`config.mk`:
```
export PLATFORM = sky130hd
export DESIGN_NAME = dmem_arbiter
export DESIGN_NICKNAME = d
export VERILOG_FILES = /design/src/rtl/dmem_arbiter.sv
export SDC_FILE = /design/constraint.sdc
export NUM_CORES = 1
export LEC_CHECK = 0
export ABC_AREA = 0
export CORE_MARGIN = 2
export CORE_UTILIZATION = 30
export DETAILED_ROUTE_END_ITERATION = 12
export PLACE_DENSITY = 0.72
export SLEW_MARGIN = 30
export SYNTH_ARGS = -nofsm -noshare
export SYNTH_HDL_FRONTEND = slang
export SYNTH_SLANG_ARGS = --single-unit
export TNS_END_PERCENT = 30
```
`constraint.sdc`:
```
create_clock -name clk -period 2.1 [get_ports clk]
set_input_delay 0.42 -clock clk [delete_from_list [all_inputs] [get_ports clk]]
set_output_delay 0.42 -clock clk [all_outputs]
set_load 0.005 [all_outputs]
```
`src/rtl/dmem_arbiter.sv`:
```
// dmem_arbiter: two-requester arbiter and access sequencer for the
// single-port 256-word data memory. Port 0 is the core load/store path,
// port 1 a secondary master (debug/DMA). Each grant runs
// IDLE -> ACCESS -> RESP, or IDLE -> RESP for an out-of-range address.
// Optional feature: define DMEM_ARB_FIXED_PRIO_EN to give port 0 fixed
// priority instead of round-robin arbitration.
module dmem_arbiter #(
  parameter int AW = 8,   // implemented word-address width, must be < 32
  parameter int DW = 32
) (
  input  logic          clk,
  input  logic          rst,
  input  logic          rq0_req,
  input  logic          rq0_we,
  input  logic [31:0]   rq0_addr,
  input  logic [DW-1:0] rq0_wdata,
  output logic          rq0_ack,
  output logic          rq0_err,
  output logic [DW-1:0] rq0_rdata,
  input  logic          rq1_req,
  input  logic          rq1_we,
  input  logic [31:0]   rq1_addr,
  input  logic [DW-1:0] rq1_wdata,
  output logic          rq1_ack,
  output logic          rq1_err,
  output logic [DW-1:0] rq1_rdata,
  output logic [31:0]   mem_address,
  output logic [DW-1:0] mem_write_data,
  output logic          mem_read,
  output logic          mem_write,
  input  logic [DW-1:0] mem_read_data
);

  typedef enum logic [1:0] {
    IDLE   = 2'd0,
    ACCESS = 2'd1,
    RESP   = 2'd2
  } state_t;

  state_t        state_q, state_d;
  logic          win_q;       // granted port
  logic          we_q;
  logic          err_q;
  logic          rr_ptr_q;    // port that wins a tie
  logic [31:0]   addr_q;
  logic [DW-1:0] wdata_q;
  logic [DW-1:0] rdata_q;

  logic          any_req;
  logic          win_d;
  logic          sel_we;
  logic [31:0]   sel_addr;
  logic [DW-1:0] sel_wdata;
  logic          sel_oor;
  logic          resp_ack;
  logic [DW-1:0] resp_rdata;

  assign any_req = rq0_req | rq1_req;

  // Pick the winner among the pending requests.
  always_comb begin
    // NOTE: every variable written in always_comb gets a default first, so
    // no path can leave it unassigned and infer a latch.
    win_d = 1'b0;
`ifdef DMEM_ARB_FIXED_PRIO_EN
    // rr_ptr_q is held at 0 in this build, so port 0 wins every tie.
    win_d = ~rq0_req | rr_ptr_q;
`else
    if (rq0_req && rq1_req) begin
      win_d = rr_ptr_q;
    end else begin
      win_d = ~rq0_req;
    end
`endif
  end

  // Route the winner's access fields and range-check its address.
  always_comb begin
    sel_we    = win_d ? rq1_we    : rq0_we;
    sel_addr  = win_d ? rq1_addr  : rq0_addr;
    sel_wdata = win_d ? rq1_wdata : rq0_wdata;
    sel_oor   = |sel_addr[31:AW];
  end

  // Next-state logic of the access sequencer.
  always_comb begin
    state_d = state_q;
    unique case (state_q)
      IDLE:    if (any_req) state_d = sel_oor ? RESP : ACCESS;
      ACCESS:  state_d = RESP;
      RESP:    state_d = IDLE;
      default: state_d = IDLE;
    endcase
  end

  // State register plus the latched access, read capture and tie pointer.
  always_ff @(posedge clk or negedge rst) begin
    // NOTE: sequential state uses non-blocking assignments so every register
    // samples pre-edge values regardless of statement order.
    if (!rst) begin
      state_q  <= IDLE;
      win_q    <= 1'b0;
      we_q     <= 1'b0;
      err_q    <= 1'b0;
      rr_ptr_q <= 1'b0;
      addr_q   <= '0;
      wdata_q  <= '0;
      rdata_q  <= '0;
    end else begin
      state_q <= state_d;
      unique case (state_q)
        IDLE: begin
          if (any_req) begin
            win_q   <= win_d;
            we_q    <= sel_we;
            addr_q  <= sel_addr;
            wdata_q <= sel_wdata;
            err_q   <= sel_oor;
          end
        end
        ACCESS: begin
          if (!we_q) rdata_q <= mem_read_data;
        end
        RESP: begin
`ifdef DMEM_ARB_FIXED_PRIO_EN
          rr_ptr_q <= 1'b0;
`else
          rr_ptr_q <= ~win_q;
`endif
        end
        default: ;
      endcase
    end
  end

  // Memory strobes and bus are live only during ACCESS; reset forces IDLE
  // asynchronously, which drops them immediately.
  always_comb begin
    mem_read       = 1'b0;
    mem_write      = 1'b0;
    mem_address    = '0;
    mem_write_data = '0;
    if (state_q == ACCESS) begin
      mem_read       = ~we_q;
      mem_write      = we_q;
      mem_address    = addr_q;
      mem_write_data = wdata_q;
    end
  end

  // One-cycle acknowledge with error flag and read data to the winner.
  always_comb begin
    resp_ack   = (state_q == RESP);
    resp_rdata = (!we_q && !err_q) ? rdata_q : '0;
    rq0_ack    = resp_ack & ~win_q;
    rq1_ack    = resp_ack &  win_q;
    rq0_err    = rq0_ack & err_q;
    rq1_err    = rq1_ack & err_q;
    rq0_rdata  = rq0_ack ? resp_rdata : '0;
    rq1_rdata  = rq1_ack ? resp_rdata : '0;
  end

endmodule

```
==> out/metrics.csv <==
metric,value,unit
outcome,finished with violations,
violations,negative setup slack,
crit_path_end_kind,output pin,
clock-sinks,102,
hold_viol_final,0,
endpoint,mem_write_data[21],
ioPinCount,300,
seq_power_share,0.447,
startpoint,state_q[0],
met1_usage,0.222,
slew_headroom,0.729,
ys_seq_elements,102,
core,18000,um2
startpoint_type,flop,
fin_worst_skew,0.00773,ns
std_cell_rows,49,
start_util,0.307,
fmax,0.439,GHz
final_nets,1041,
n_antenna_cell,0,
async_flop_share,1.00,
grt_overflow_total,0,
ys_seq_area_frac,0.464,
period_share,1.09,
die_h,139,um
worst_slack,-0.180,ns
worst-slew-pin-transition,0.406,ns
yosys_warnings,0,
synth.avg_cell_area,10.2,um2
ys_types,33,
drive_above_1_share,0.350,
peakVddDrop,0.384,mV
area_growth,73.8,%
synth_top_cell_by_area,dfrtp_1,
combPwrFrac,0.226,
crit_type,reg -> out,
power_leakage,4.57,nW
htree_num_levels,3,
worst-r2r-cell-count,6,
clockPowerShare,0.327,
dieArea,19500,um2
cts_buffer_depth,2,
synth_edf_count,0,
design_area,9570,um2
power_density,559,nW/um2
syn_area,5510,um2
synthesis.nets,704,
dpl.hpwl,12.4,mm
ys_top_cells_by_count,"and2_1 (130), dfrtp_1 (102), nand2_1 (69), mux2i_1 (65), o21ai_1 (59)",
antenna_left,0,
antenna_found_initial,0,
power,5.35,mW
final_util,0.533,
finalSetupViolations,73,
r2r_slack,0.35,ns
cts.reportedPaths.clkPinSlew,0.07,ns
report.final.slew_viol_count,0,
yosys-top-cells-area,"dfrtp_1 (46%), and2_1 (15%), mux2i_1 (12%), mux2_2 (6.5%), o21ai_1 (5.4%)",
routedWlPerCell,16.1,um
rsz0062_at_grt,yes,
clock_latency,0.35,ns
min_path_cells,2,
cp.arrival,1.86,ns
place_ws,-0.0570,ns
vias,4997,
synth_top_area_share,0.464,
track_usage,0.183,
power_switching,1.41,mW
p_int,3.94,mW
top_usage_layer,met2,
met2_usage,0.320,
switching_share,0.264,
grt_first_pass_wirelength,27.8,mm
first_iter_violations,123,
viasPerCell,4.51,
wirelength,17.9,mm
ys.flop_type,dfrtp_1,
use_met3,0.0379,
grt_max_degree,46,
grt_pass1_vias,5087,
post-route-min-period,2.28,ns
syn-instance-count,538,
die_w,139,um
dpl_cell_area,8910,um2
port_buffers,299,
r2r-end,rdata_q[23],
hp-start,addr_q[4],
critPathRequiredTime,1.68,ns
hold_ws,0.472,ns
reg2reg_from,state_q[0],
first_pass_iters,4,
cts_tree,yes,
globalplace.congestion,0.765,
synth.most_common_cell,and2_1,
cts_root_buffer,clkbuf_16,
fillers,1662,
drc_errors,0,
hold_class,reg -> reg,
cts_inserted_buffers,9,
cp_max_fo,8,
maxCapViolations,0,
[per-layer routing]
| metal | vias up | part of all wire |
|---|---|---|
| li1 | 2492 | - |
| met1 | 2276 | 0.41 |
| met2 | 197 | 0.50 |
| met3 | 32 | 0.057 |
| met4 | 0 | 0.030 |
| met5 | - | 0 |
[flip-flops by register name (all words and copies together) (netlist names)]
| name | count |
|---|---|
| err_q | 1 |
| addr_q | 32 |
| we_q | 1 |
| rdata_q | 32 |
| win_q | 1 |
| wdata_q | 32 |
| rr_ptr_q | 1 |
| state_q | 2 |
[placed cells by master (no fill, tap or decap), types with 4 or more instances in the layout]
cell | synthesis | layout
buf_8 | 2 | 5
o21ai_0 | 7 | 7
mux2_2 | 32 | 32
clkdlybuf4s50_1 | 0 | 165
buf_16 | 0 | 6
mux2i_1 | 65 | 65
nor2_1 | 4 | 4
o21ai_1 | 59 | 59
dfrtp_1 | 102 | 102
clkdlybuf4s15_2 | 0 | 4
and2_1 | 130 | 77
buf_12 | 0 | 15
clkbuf_2 | 5 | 7
buf_6 | 13 | 64
buf_4 | 2 | 28
nor4_1 | 12 | 12
and2_4 | 0 | 53
buf_2 | 0 | 67
clkbuf_16 | 0 | 10
nand2_1 | 69 | 68
[worst max-delay path: stages, from the launching register on]
cell	delay (ns)
dfrtp_1	0.42
buf_6	0.13
and2b_4	0.19
buf_12	0.13
buf_6	0.11
buf_12	0.12
buf_16	0.13
and2_1	0.15
buf_2	0.12
[how the worst min path moves through the flow]
| stage | slack (ns) | endpoint |
|---|---|---|
| after global routing | 0.50 | addr_q[1] |
| after global placement | 0.36 | rdata_q[0] |
| final | 0.47 | addr_q[4] |
| after CTS | 0.48 | addr_q[4] |
| after floorplan | 0.12 | addr_q[0] |
| after detailed placement | 0.36 | rdata_q[11] |
[area by class of cell]
type,instances,area [um2],share of cell area
Timing Repair Buffer,365,3590,0.376
Clock inverter,5,57.6,0.00601
Tap cell,229,287,0.0299
Multi-Input combinational cell,396,2820,0.295
Clock buffer,11,253,0.0264
Sequential cell,102,2550,0.267
Inverter,1,3.75,0.000392
[logic make-up (layout without fill, tap and decap cells)]
| kind of cell | Yosys count | after routing | share of synthesized area |
|---|---|---|---|
| mux | 97 | 97 | 0.184 |
| simple gates | 228 | 228 | 0.230 |
| compound gates | 71 | 71 | 0.0695 |
| buf+inv | 40 | 382 | 0.0529 |
| flops | 102 | 102 | 0.464 |
[power by group through the flow]
stage / clock network, mW / registers (mW) / logic [mW]
after CTS: 1.81 / 2.39 / 1.23
after floorplan: 0 / 2.38 / 0.585
final: 1.75 / 2.39 / 1.21
after global routing: 1.89 / 2.43 / 1.35
after global placement: 0 / 2.41 / 1.11
after detailed placement: 0 / 2.42 / 1.13
[timing repair]
action                                  CTS  global route
hold endpoints to repair                 23             0
gates resized for setup                 564            90
endpoints found under the setup margin  132           131
pin swaps                                46            15
setup buffers                            22             3
cloned                                    8             1
hold buffers                              1             0
[stage by stage]
step,setup TNS [ns],instances
final,-8.09,1109
after global routing,-17.63,1109
after CTS,-14.74,1109
after detailed placement,-0.978,1062
after global placement,0,1062
after floorplan,0,538
Power figures use the tool's default switching activity.
